==> src/rtl/gamepad_scan_ctrl.sv <==
// Multi-pad serial gamepad scanner: drives a shared latch/pulse pair, shifts in every pad
// in parallel and publishes per-frame button words, press edges and sticky press flags.
module gamepad_scan_ctrl #(
  parameter int NUM_PADS     = 2,
  parameter int BITS_PER_PAD = 8,
  parameter int CLK_DIV      = 300,
  parameter int POLL_CYCLES  = 833333,
  parameter bit AUTO_POLL    = 1'b1,
  parameter bit ACTIVE_LOW   = 1'b1
) (
  input  logic                             Clock,
  input  logic                             Reset,
  input  logic [NUM_PADS-1:0]              PadData,
  input  logic                             Poll,
  input  logic                             ClearPressed,
  output logic                             PadLatch,
  output logic                             PadPulse,
  output logic [NUM_PADS*BITS_PER_PAD-1:0] Buttons,
  output logic [NUM_PADS*BITS_PER_PAD-1:0] PressedEdge,
  output logic [NUM_PADS*BITS_PER_PAD-1:0] PressedSticky,
  output logic                             SampleValid,
  output logic                             Busy
);

  localparam int unsigned NP = NUM_PADS;
  localparam int unsigned B  = BITS_PER_PAD;
  localparam int unsigned W  = NUM_PADS * BITS_PER_PAD;
  localparam int CW = $clog2(2 * CLK_DIV);
  localparam int TW = (POLL_CYCLES > 1) ? $clog2(POLL_CYCLES) : 1;
  localparam int BW = (BITS_PER_PAD > 2) ? $clog2(BITS_PER_PAD - 1) : 1;

  localparam logic [CW-1:0] LATCH_LAST = CW'(2 * CLK_DIV - 1);
  localparam logic [CW-1:0] HALF_LAST  = CW'(CLK_DIV - 1);
  localparam logic [BW-1:0] BIT_LAST   = BW'((BITS_PER_PAD > 1) ? BITS_PER_PAD - 2 : 0);
  localparam logic [TW-1:0] TIMER_LAST = TW'(POLL_CYCLES - 1);

  typedef enum logic [2:0] {
    IDLE,
    LATCH,
    PULSE_HI,
    PULSE_LO,
    DONE
  } state_e;

  state_e                     state_q, state_d;
  logic [CW-1:0]              cnt_q, cnt_d;
  logic [BW-1:0]              bit_q, bit_d;
  logic [TW-1:0]              timer_q, timer_d;
  logic                       pend_q, pend_d;
  logic [NP-1:0][B-1:0]       sr_q, sr_d;
  logic                       shift_en;
  logic                       start_req;
  logic [W-1:0]               new_word;

  logic                       latch_q, pulse_q, valid_q;
  logic [W-1:0]               buttons_q, edge_q, sticky_q;

  assign timer_d   = (timer_q == TIMER_LAST) ? '0 : timer_q + 1'b1;
  assign start_req = Poll | (AUTO_POLL && (timer_q == TIMER_LAST));

  always_comb begin
    state_d  = state_q;
    cnt_d    = cnt_q + 1'b1;
    bit_d    = bit_q;
    pend_d   = pend_q | start_req;
    shift_en = 1'b0;
    case (state_q)
      IDLE: begin
        cnt_d  = '0;
        pend_d = 1'b0;
        if (start_req || pend_q) begin
          state_d = LATCH;
        end
      end
      LATCH: begin
        if (cnt_q == LATCH_LAST) begin
          shift_en = 1'b1;
          cnt_d    = '0;
          bit_d    = '0;
          state_d  = (B == 1) ? DONE : PULSE_HI;
        end
      end
      PULSE_HI: begin
        if (cnt_q == HALF_LAST) begin
          cnt_d   = '0;
          state_d = PULSE_LO;
        end
      end
      PULSE_LO: begin
        if (cnt_q == HALF_LAST) begin
          shift_en = 1'b1;
          cnt_d    = '0;
          if (bit_q == BIT_LAST) begin
            state_d = DONE;
          end else begin
            bit_d   = bit_q + 1'b1;
            state_d = PULSE_HI;
          end
        end
      end
      DONE: begin
        cnt_d   = '0;
        state_d = IDLE;
      end
      default: state_d = IDLE;
    endcase
  end

  // Each pad shifts toward bit 0, so after B shifts the first bit received sits at bit 0.
  always_comb begin
    sr_d = sr_q;
    if (shift_en) begin
      for (int unsigned k = 0; k < NP; k++) begin
        for (int unsigned i = 0; i + 1 < B; i++) begin
          sr_d[k][i] = sr_q[k][i+1];
        end
        sr_d[k][B-1] = PadData[k];
      end
    end
  end

  assign new_word = ACTIVE_LOW ? ~sr_d : sr_d;

  always_ff @(posedge Clock) begin
    if (Reset) begin
      state_q <= IDLE;
      cnt_q   <= '0;
      bit_q   <= '0;
      timer_q <= '0;
      pend_q  <= 1'b0;
      sr_q    <= '0;
    end else begin
      state_q <= state_d;
      cnt_q   <= cnt_d;
      bit_q   <= bit_d;
      timer_q <= timer_d;
      pend_q  <= pend_d;
      sr_q    <= sr_d;
    end
  end

  // Outputs register off the next state so they line up with the state they belong to;
  // sticky folds in the edge word during DONE so a coincident clear keeps the new edges.
  always_ff @(posedge Clock) begin
    if (Reset) begin
      latch_q   <= 1'b0;
      pulse_q   <= 1'b0;
      valid_q   <= 1'b0;
      buttons_q <= '0;
      edge_q    <= '0;
      sticky_q  <= '0;
    end else begin
      latch_q <= (state_d == LATCH);
      pulse_q <= (state_d == PULSE_HI);
      valid_q <= (state_d == DONE);
      if (state_d == DONE) begin
        buttons_q <= new_word;
        edge_q    <= new_word & ~buttons_q;
      end else begin
        edge_q <= '0;
      end
      if (state_q == DONE) begin
        sticky_q <= (ClearPressed ? '0 : sticky_q) | edge_q;
      end else if (ClearPressed) begin
        sticky_q <= '0;
      end
    end
  end

  assign PadLatch      = latch_q;
  assign PadPulse      = pulse_q;
  assign SampleValid   = valid_q;
  assign Buttons       = buttons_q;
  assign PressedEdge   = edge_q;
  assign PressedSticky = sticky_q;
  assign Busy          = (state_q != IDLE);

endmodule

==> config.mk <==
export PLATFORM = sky130hd
export DESIGN_NAME = gamepad_scan_ctrl
export DESIGN_NICKNAME = d
export VERILOG_FILES = /design/src/rtl/gamepad_scan_ctrl.sv
export SDC_FILE = /design/constraint.sdc
export NUM_CORES = 1
export LEC_CHECK = 0
export CAP_MARGIN = 10
export CORE_MARGIN = 3
export CORE_UTILIZATION = 56
export CTS_BUF_LIST = sky130_fd_sc_hd__clkbuf_8
export DETAILED_ROUTE_END_ITERATION = 6
export PLACE_DENSITY = 0.86
export SLEW_MARGIN = 25
export SYNTH_ARGS = -nofsm -noshare
export SYNTH_HDL_FRONTEND = slang
export SYNTH_SLANG_ARGS = --single-unit
==> constraint.sdc <==
create_clock -name Clock -period 2.5 [get_ports Clock]
set_input_delay 0.25 -clock Clock [delete_from_list [all_inputs] [get_ports Clock]]
set_output_delay 0.25 -clock Clock [all_outputs]
set_load 0.005 [all_outputs]
-- Word-level counts from Yosys, hierarchy flattened
Index checks and enable logic that the tools add are counted.
W data, S select, Z words.
- word-level logic and storage cells: 66
- output and inout bits: 52
- input port bits: 6
- bits in registers: 104
- add/sub/neg operators: 3
- muxes and demuxes: 19
- reduce and logical (&&, ||, !) cells: 10
- bitwise gates (word level): 7
- equal/unequal tests: 14
- operators with widths (kind ; number):
    $mux W16 ; 3
    $not A16 Y16 ; 2
    $pmux W10 S3 ; 1
    $mux W3 ; 8
    $add A20 B1 Y20 const B ; 1
    $eq A20 B20 Y1 const B ; 1
    $mux W10 ; 2
    $and A16 B16 Y16 ; 1
    $or A16 B16 Y16 ; 1
    $pmux W3 S4 ; 1
    $add A10 B1 Y10 const B ; 1
    $eq A10 B10 Y1 const B ; 1
    $eq A10 B9 Y1 const B ; 1
    $reduce_or A2 Y1 ; 5
    $eq A3 B2 Y1 const B ; 3
    $eq A3 B3 Y1 const B ; 3
    $eq A3 B1 Y1 const B ; 2
    $ne A2 B2 Y1 const B ; 3
    $pmux W3 S2 ; 1
    $reduce_and A4 Y1 ; 1
    $add A3 B1 Y3 const B ; 1
    $logic_not A3 Y1 ; 1
    $reduce_bool A3 Y1 ; 1
    $mux W1 ; 2
    5 further kinds ; 6

-- Depth between registers and ports, before layout
Gate-level depths: netlist of the first run.
- depth after elaboration: 8
- depth in mapped cells: 8
- depth with buffers taken out: 7

-- Worst setup path before layout of the first run
OpenSTA, ideal clock, no wires.
- path type: reg-to-reg
- start point: reg cnt_q[3]
- end point: reg sr_q[15] (netlist bit)
- setup time: 128 ps
- arrival time: 1770 ps
- period minus slack after synthesis: 1898 ps
- stages on the path, launching flop included: 8
- slack: 602 ps
- data required time: 2372 ps
- buffers on the path: 2
- path through: dfxtp_1 buf_2 or4b_4 nor4_4 o21ai_2 buf_6 mux2i_1 nor2_1
- word-level cells in the longest chain between the ends: 4
- elaborated cells on any way between the ends: 6
- classes of those cells: eq/ne: 2; mux: 4
- RTL lines (element ; RTL line ; source):
    start: declaration ; 46 ; logic [CW-1:0] cnt_q, cnt_d;
    start signal: assignment ; 134 ; cnt_q <= cnt_d;
    $eq A10 B9 Y1 / $eq A10 B10 Y1 (equally long branches) ; 90, 76 ;
    $mux W1, on equally long branches ; 90, 76 ;
    $pmux W1 S2 * ; 67 ; case (state_q)
    $mux W16 * ; 112 ; if (shift_en) begin
    end signal: assignment ; 138 ; sr_q <= sr_d;
    end: declaration ; 50 ; logic [NP-1:0][B-1:0] sr_q, sr_d;
Every way passes the cells marked *; elsewhere a longest branch is shown, timed or not.
A chain may end at the register's enable or synchronous reset.

-- Worst setup path in the final report of the first run
- start point: reg cnt_q[6]
- end point: reg buttons_q[9], in the netlist Buttons[9]
- word-level cells in the longest chain between the ends: 5
- elaborated cells on any way between the ends: 12
- classes of those cells: eq/ne: 3; mux: 8; bitwise: 1
- RTL lines (element ; RTL line ; source):
    branches (longest 5 deep; another with $eq A10 B9 Y1) ; - ;
    end signal: assignment ; 157 ; buttons_q <= new_word;
    end: declaration ; 56 ; logic [W-1:0] buttons_q, edge_q, sticky_q;
Parallel ways; which one is timed is not known.

==> metrics.md, run 1 <==
| Metric | Value |
|---|---|
| Run status | finished clean |
| CTS Hold Bufs | 0 |
| Die Y-Extent | 90.2 um |
| Worst Setup Start Kind | flop |
| Minimum clock period | 2.20 ns |
| Clk buf depth | 2 |
| Antenna-violating nets left | 0 |
| Num Clock Sinks | a little over 100 |
| Synth Instances | 412 |
| N_diodes | 0 |
| Final hold vios | 0 |
| Pre-antenna DRT Iters | 4 |
| Required @ worst endpoint | ~2.8 ns |
| Ys Warns | 0 |
| Design Area, Final | 0.00479 mm^2 |
| RSZ-0062 raised after global routing | no |
| Core area | 0.00683 mm^2 |
| Kind of critical path | flop to flop |
| Antenna violations before repair | 0 |
| Mapped Nets | 423 |
| Maximum VDD drop | 0.336 mV |
| Final std cells w/o fill | 566 |
| DRC viols | 0 |
| Fraction of registers with async set/reset | 0% |
| Total CTS buffers | 9 |
| Max cap viols | 0 |
| Pwr per Cell Area | 558 mW/mm^2 |
| Ys flop type | dfxtp_1 |
| Layout cells sized above 1 | 12.6% |
| Final Max Slew Viols | 0 |
| Highest Clock Rate | ~450 MHz |
| H-tree depth | 3 |
| Die Span X | 90.2 um |
| Number of flops mapped to enable cells by yosys | 0 |
| Routed len/inst | around 14 um |
| Post-CTS sizing | 0 |
| Slew @ Worst Pin | ~0.76 ns |
| Total track usage | between 10% and 20% |
| Tot Pwr | roughly 2.7 mW |
| Final period util | around nine tenths |
| DP Area | 0.00461 mm^2 |
| Clock root buffer | clkbuf_8 |
| Worst-Skew Late Latency | 0.36 ns |
| Post-synth top cells | dfxtp_1 (102), nor2_1 (66), nand2_1 (28), a21oi_1 (19), nor2b_1 (17) |
| Nets@finish | 476 |
| Critical Path End Type | flop |
| Port bufs | 57 |
| Area of the multi-input gates | 0.00179 mm^2 |
| Die Area | 0.00814 mm^2 |
| CTS tree | done |
| Cell count after placement | 550 |
| Leak | 1.93 nW |
| Worst path max stage delay | 0.60 ns |
| Post-synthesis sequential area ratio | 51.4% |
| Yosys cell types | 44 |
| CP Data Arrival Time | 2.50 ns |
| GRT Residual Overflow | 0 |
| Clk_skew | 0.0119 ns |
| Mapped cell area | 0.00397 mm^2 |
| Register Area | 0.00204 mm^2 |
| Via count | between 3,000 and 4,000 |
| Filler instances | 513 |
| Top-count cell post-synth | dfxtp_1 |
| Ranking of synthesized cells by area | dfxtp_1 (51%), nor2_1 (6.2%), nor3_2 (4.0%) |
| # setup viols final | 0 |
| Hold WC Path Type | flop to flop |
| Slowest cell on crit path | or4b_4 |
| Slew headroom | 49.5% |
| First-pass GRT wire length | 13,200 um |
| Largest net degree at the start of global routing | 32 |
| Syn Area/Cell | between 9 and 10 um^2 |
| # IOs | 58 |
| Cell accounting for the most synthesized area | dfxtp_1 |
| CTS clk-pin slew, worst paths | 0.09 ns |
| Share of the synthesized area in the top cell type | roughly half |
| Setup TNS | 0 ns |
| Crit path cell chain | or4b_4 -> nor3_4 -> nand3_1 -> or2_2 -> buf_12 -> o21ai_2 |
| DR vias/cell | 5.33 |
| Global placement routability congestion | 0.861 |
| Detailed placer's ending HPWL | around 5600 um |
| Synth-to-layout area growth | 20.7% |
| Cell Rows | 30 |
| Core Util, Final | 70.1% |
| Vias in the first global route | roughly 2,900 |
| Critical path peak fanout | 21 |
| Setup bufs post-CTS | 0 |
| DRT iter0 DRCs | 134 |
| Routed WL | roughly 7900 um |
| Number of synthesized register bits | 102 |
| Starting Density | 58.1% |
cell families after synthesis:
family / Yosys count / synth area share (%)
adder cells (fa/ha/maj): 5 / 1.58
buffers and inverters: 31 / 3.75
AO/OA/AOI/OAI: 50 / 8.51
XOR/XNOR: 25 / 5.51
multiplexers: 15 / 3.78
flip-flops: 102 / 51.4
AND/OR/NAND/NOR: 184 / 25.5
worst paths after layout:
kind                               start          to  slack [ns]  depth (start not counted)
worst min register to register  cnt_q[0]    cnt_q[0]        0.46                          1
worst max register to register  cnt_q[6]  Buttons[9]        0.30                          6
worst max-delay path            cnt_q[6]  Buttons[9]        0.30                          6
worst min-delay path            cnt_q[0]    cnt_q[0]        0.46                          1
state kept, by name (all words and copies together) (netlist names), 3 cells and up:
register,count
timer_q,20
Buttons,16
PressedEdge,16
PressedSticky,16
sr_q,14
cnt_q,10
bit_q,3
state_q,3
stage by stage:
| stage | worst slack (ns) | hold WS [ns] |
|---|---|---|
| 2_1_floorplan | 0.602 | 0.321 |
| 3_3_place_gp | 0.376 | 0.423 |
| 5_1_grt | 0.186 | 0.488 |
| 6_report | 0.297 | 0.460 |
| 3_5_place_dp | 0.324 | 0.452 |
| 4_1_cts | 0.301 | 0.468 |
routing by layer:
layer	part of all wire, %	wire length [um]	GRT usage, %
met4	2.1	163	9.31
met1	44	3500	23.4
met3	3.2	253	2.93
met5	0	0	0
met2	51	4010	33.9
cells in the final DEF, fill, tap and decap left out, types with 3 or more instances in the layout:
cell type and count:
nor3_2 16, xnor2_1 11, nand4_1 5, dfxtp_1 102, a21oi_1 19, and2_1 4
nor2_1 66, o21ai_0 7, mux2i_1 15, nor3_1 8, xor2_1 14, o21ai_2 13
or2_2 3, nand3_1 10, and3_1 7, nor2b_1 17, inv_1 13, nand2b_1 3
clkbuf_8 9, nor4_1 4, ha_1 5, nand2_1 28, clkdlybuf4s50_1 57, buf_4 3
final cells by class:
cell class | count | share of cell area (%)
flip-flops and latches | 102 | 42.6
multi-input cells | 279 | 37.4
repair buffers | 61 | 12.8
clock buffers | 9 | 2.58
well taps | 96 | 2.51
clock inverters | 7 | 1.17
inverters | 12 | 0.940
power by group:
group	leakage (nW)	switching, mW	internal [mW]
Sequential	0.823	0.0106	1.63
Combinational	1.02	0.0472	0.0295
Clock	0.0896	0.577	0.374
worst max-delay path, delay by kind of cell (launching register included):
kind,cells,cell delay [ns]
AOI/OAI and AO/OA,1,0.12
DFF,1,0.38
and+or+nand+nor,4,1.41
buffers and inverters,1,0.23
Note: power is estimated with default switching activity, not from simulation.
==> run 2, diff against run 1 <==
- MAX_ROUTING_LAYER: default -> met4
==> metrics.md, run 2 (synthesis results as in run 1) <==
| Metric | Value |
|---|---|
| Critical path peak fanout | 21 (unchanged) |
| Setup TNS | 0 ns (unchanged) |
| Final hold vios | 0 (unchanged) |
| Post-layout worst setup margin | 0.303 ns (+0.00521 ns) |
| Max cap viols | 0 (unchanged) |
| Worst path max stage delay | 0.59 ns (about the same) |
| Kind of critical path | flop to flop |
| Final std cells w/o fill | 566 (unchanged) |
| Maximum VDD drop | 0.336 mV (about the same) |
| First-pass GRT wire length | 13,200 um (+0.11%) |
| Layout cells sized above 1 | 12.6% (unchanged) |
| Worst path bufs/invs | 1 (unchanged) |
| Hold WC Path Type | flop to flop |
| CTS tree | done |
| Max FFs per register | 20 (unchanged) |
| Antenna-violating nets left | 0 (unchanged) |
| Routed WL | 7940 um (about the same) |
| N_diodes | 0 (unchanged) |
| Cell count after placement | 550 (unchanged) |
| Total track usage | 20.0% (+0.57 points) |
| Vias in the first global route | 2,929 (-0.068%) |
| Delay-heaviest family, CP | simple AND/OR/NAND/NOR gates |
| DRT iter0 DRCs | 141 (+5.2%) |
| Synth-to-layout area growth | 20.7% (unchanged) |
| Clock root buffer | clkbuf_8 |
| Pre-antenna DRT Iters | 4 (unchanged) |
| Antenna violations before repair | 0 (unchanged) |
| Commonest non-fill, non-tap cell in the layout | dfxtp_1 |
| Slew headroom | 50.2% (+0.64 points) |
| Slowest cell on crit path | or4b_4 |
| Die Y-Extent | 90.2 um (unchanged) |
| Most frequent cells in the layout | dfxtp_1 (102), nor2_1 (66), clkdlybuf4s50_1 (57), nand2_1 (28), a21oi_1 (19) |
| Required @ worst endpoint | 2.79 ns (about the same) |
| Final period util | 87.9% (-0.21 points) |
| Setup bufs post-CTS | 0 (unchanged) |
| Die Span X | 90.2 um (unchanged) |
| Worst Setup Start Kind | flop |
| Critical Path End Type | flop |
| Cell Rows | 30 (unchanged) |
| CTS clk-pin slew, worst paths | 0.09 ns (about the same) |
| Slew @ Worst Pin | 0.747 ns (-0.00960 ns) |
| Port bufs | 57 (unchanged) |
| DRC viols | 0 (unchanged) |
| # setup viols final | 0 (unchanged) |
| Minimum clock period | 2.20 ns (-0.00520 ns) |
| # IOs | 58 (unchanged) |
| Crit path cell chain | or4b_4 -> nor3_4 -> nand3_1 -> or2_2 -> buf_12 -> nor3_2 |
| Largest net degree at the start of global routing | 32 (unchanged) |
| GRT Residual Overflow | 0 (unchanged) |
| Die Area | 0.00814 mm^2 (unchanged) |
| Pwr per Cell Area | 558 mW/mm^2 (about the same) |
| H-tree depth | 3 (unchanged) |
| Total CTS buffers | 9 (unchanged) |
| Clk buf depth | 2 (unchanged) |
| Via count | 3,012 (-0.10%) |
| Starting Density | 58.1% (unchanged) |
| Detailed placer's ending HPWL | 5620 um (unchanged) |
| Core Util, Final | 70.1% (unchanged) |
| Global placement routability congestion | 0.875 (+1.6%) |
| CP Data Arrival Time | 2.48 ns (-0.02 ns) |
| Num Clock Sinks | 102 (unchanged) |
| Final Max Slew Viols | 0 (unchanged) |
| Clk_skew | 0.0117 ns (-0.000263 ns) |
| Nets@finish | 476 (unchanged) |
| DP Worst Slack | 0.324 ns (unchanged) |
| Post-CTS sizing | 0 (unchanged) |
| Highest Clock Rate | 455 MHz (+0.24%) |
| Core area | 0.00683 mm^2 (unchanged) |
| Run status | finished clean |
| CTS Hold Bufs | 0 (unchanged) |
| Hold Slack | 0.459 ns (-0.000944 ns) |
| Biggest register | timer_q |
| Routed len/inst | 14.0 um (about the same) |
| Worst-Skew Late Latency | 0.36 ns (about the same) |
| RSZ-0062 raised after global routing | no |
| Leak | 1.93 nW (unchanged) |
| DR vias/cell | 5.32 (about the same) |
==> run 2: layout make-up <==
type | instances | area, um^2
well taps | 96 | 120
fillers | 513 | 2040
clock buffers | 9 | 124
repair buffers | 61 | 613
flip-flops and latches | 102 | 2040
inverters | 12 | 45.0
clock inverters | 7 | 56.3
multi-input cells | 279 | 1790
==> run 2: metrics by stage <==
step	total power, mW	cell area, um^2
finish	2.67	4790
global route	2.77	4790
CTS	2.69	4790
detailed placement	1.76	4610
global placement	1.75	4610
floorplan	1.72	3970
==> run 2: report_power, final <==
part           internal [mW]  switching (mW)
Combinational         0.0295          0.0471
Clock                  0.374           0.578
Sequential              1.63          0.0105
Total                   2.04           0.635
==> run 2: final timing paths <==
path	from	endpoint	slack [ns]	depth (start not counted)
worst max-delay path	cnt_q[6]	PressedEdge[9]	0.30	6
worst min-delay path	cnt_q[0]	cnt_q[0]	0.46	1
worst max register to register	cnt_q[6]	PressedEdge[9]	0.30	6
worst min register to register	cnt_q[0]	cnt_q[0]	0.46	1
==> run 2: metal layers <==
metal / up-vias / share of wire, % / GRT usage, %
met4: 0 / 2.0 / 9.31
met3: 14 / 3.7 / 2.93
met1: 1446 / 44 / 23.4
met5: - / 0 / -
li1: 1495 / - / -
met2: 57 / 51 / 33.9
==> run 3, diff against run 2 <==
- SKIP_LAST_GASP: default -> 1
==> results of run 3 <==
Same layout as run 2: the final DEF is identical, and so are final timing and power.
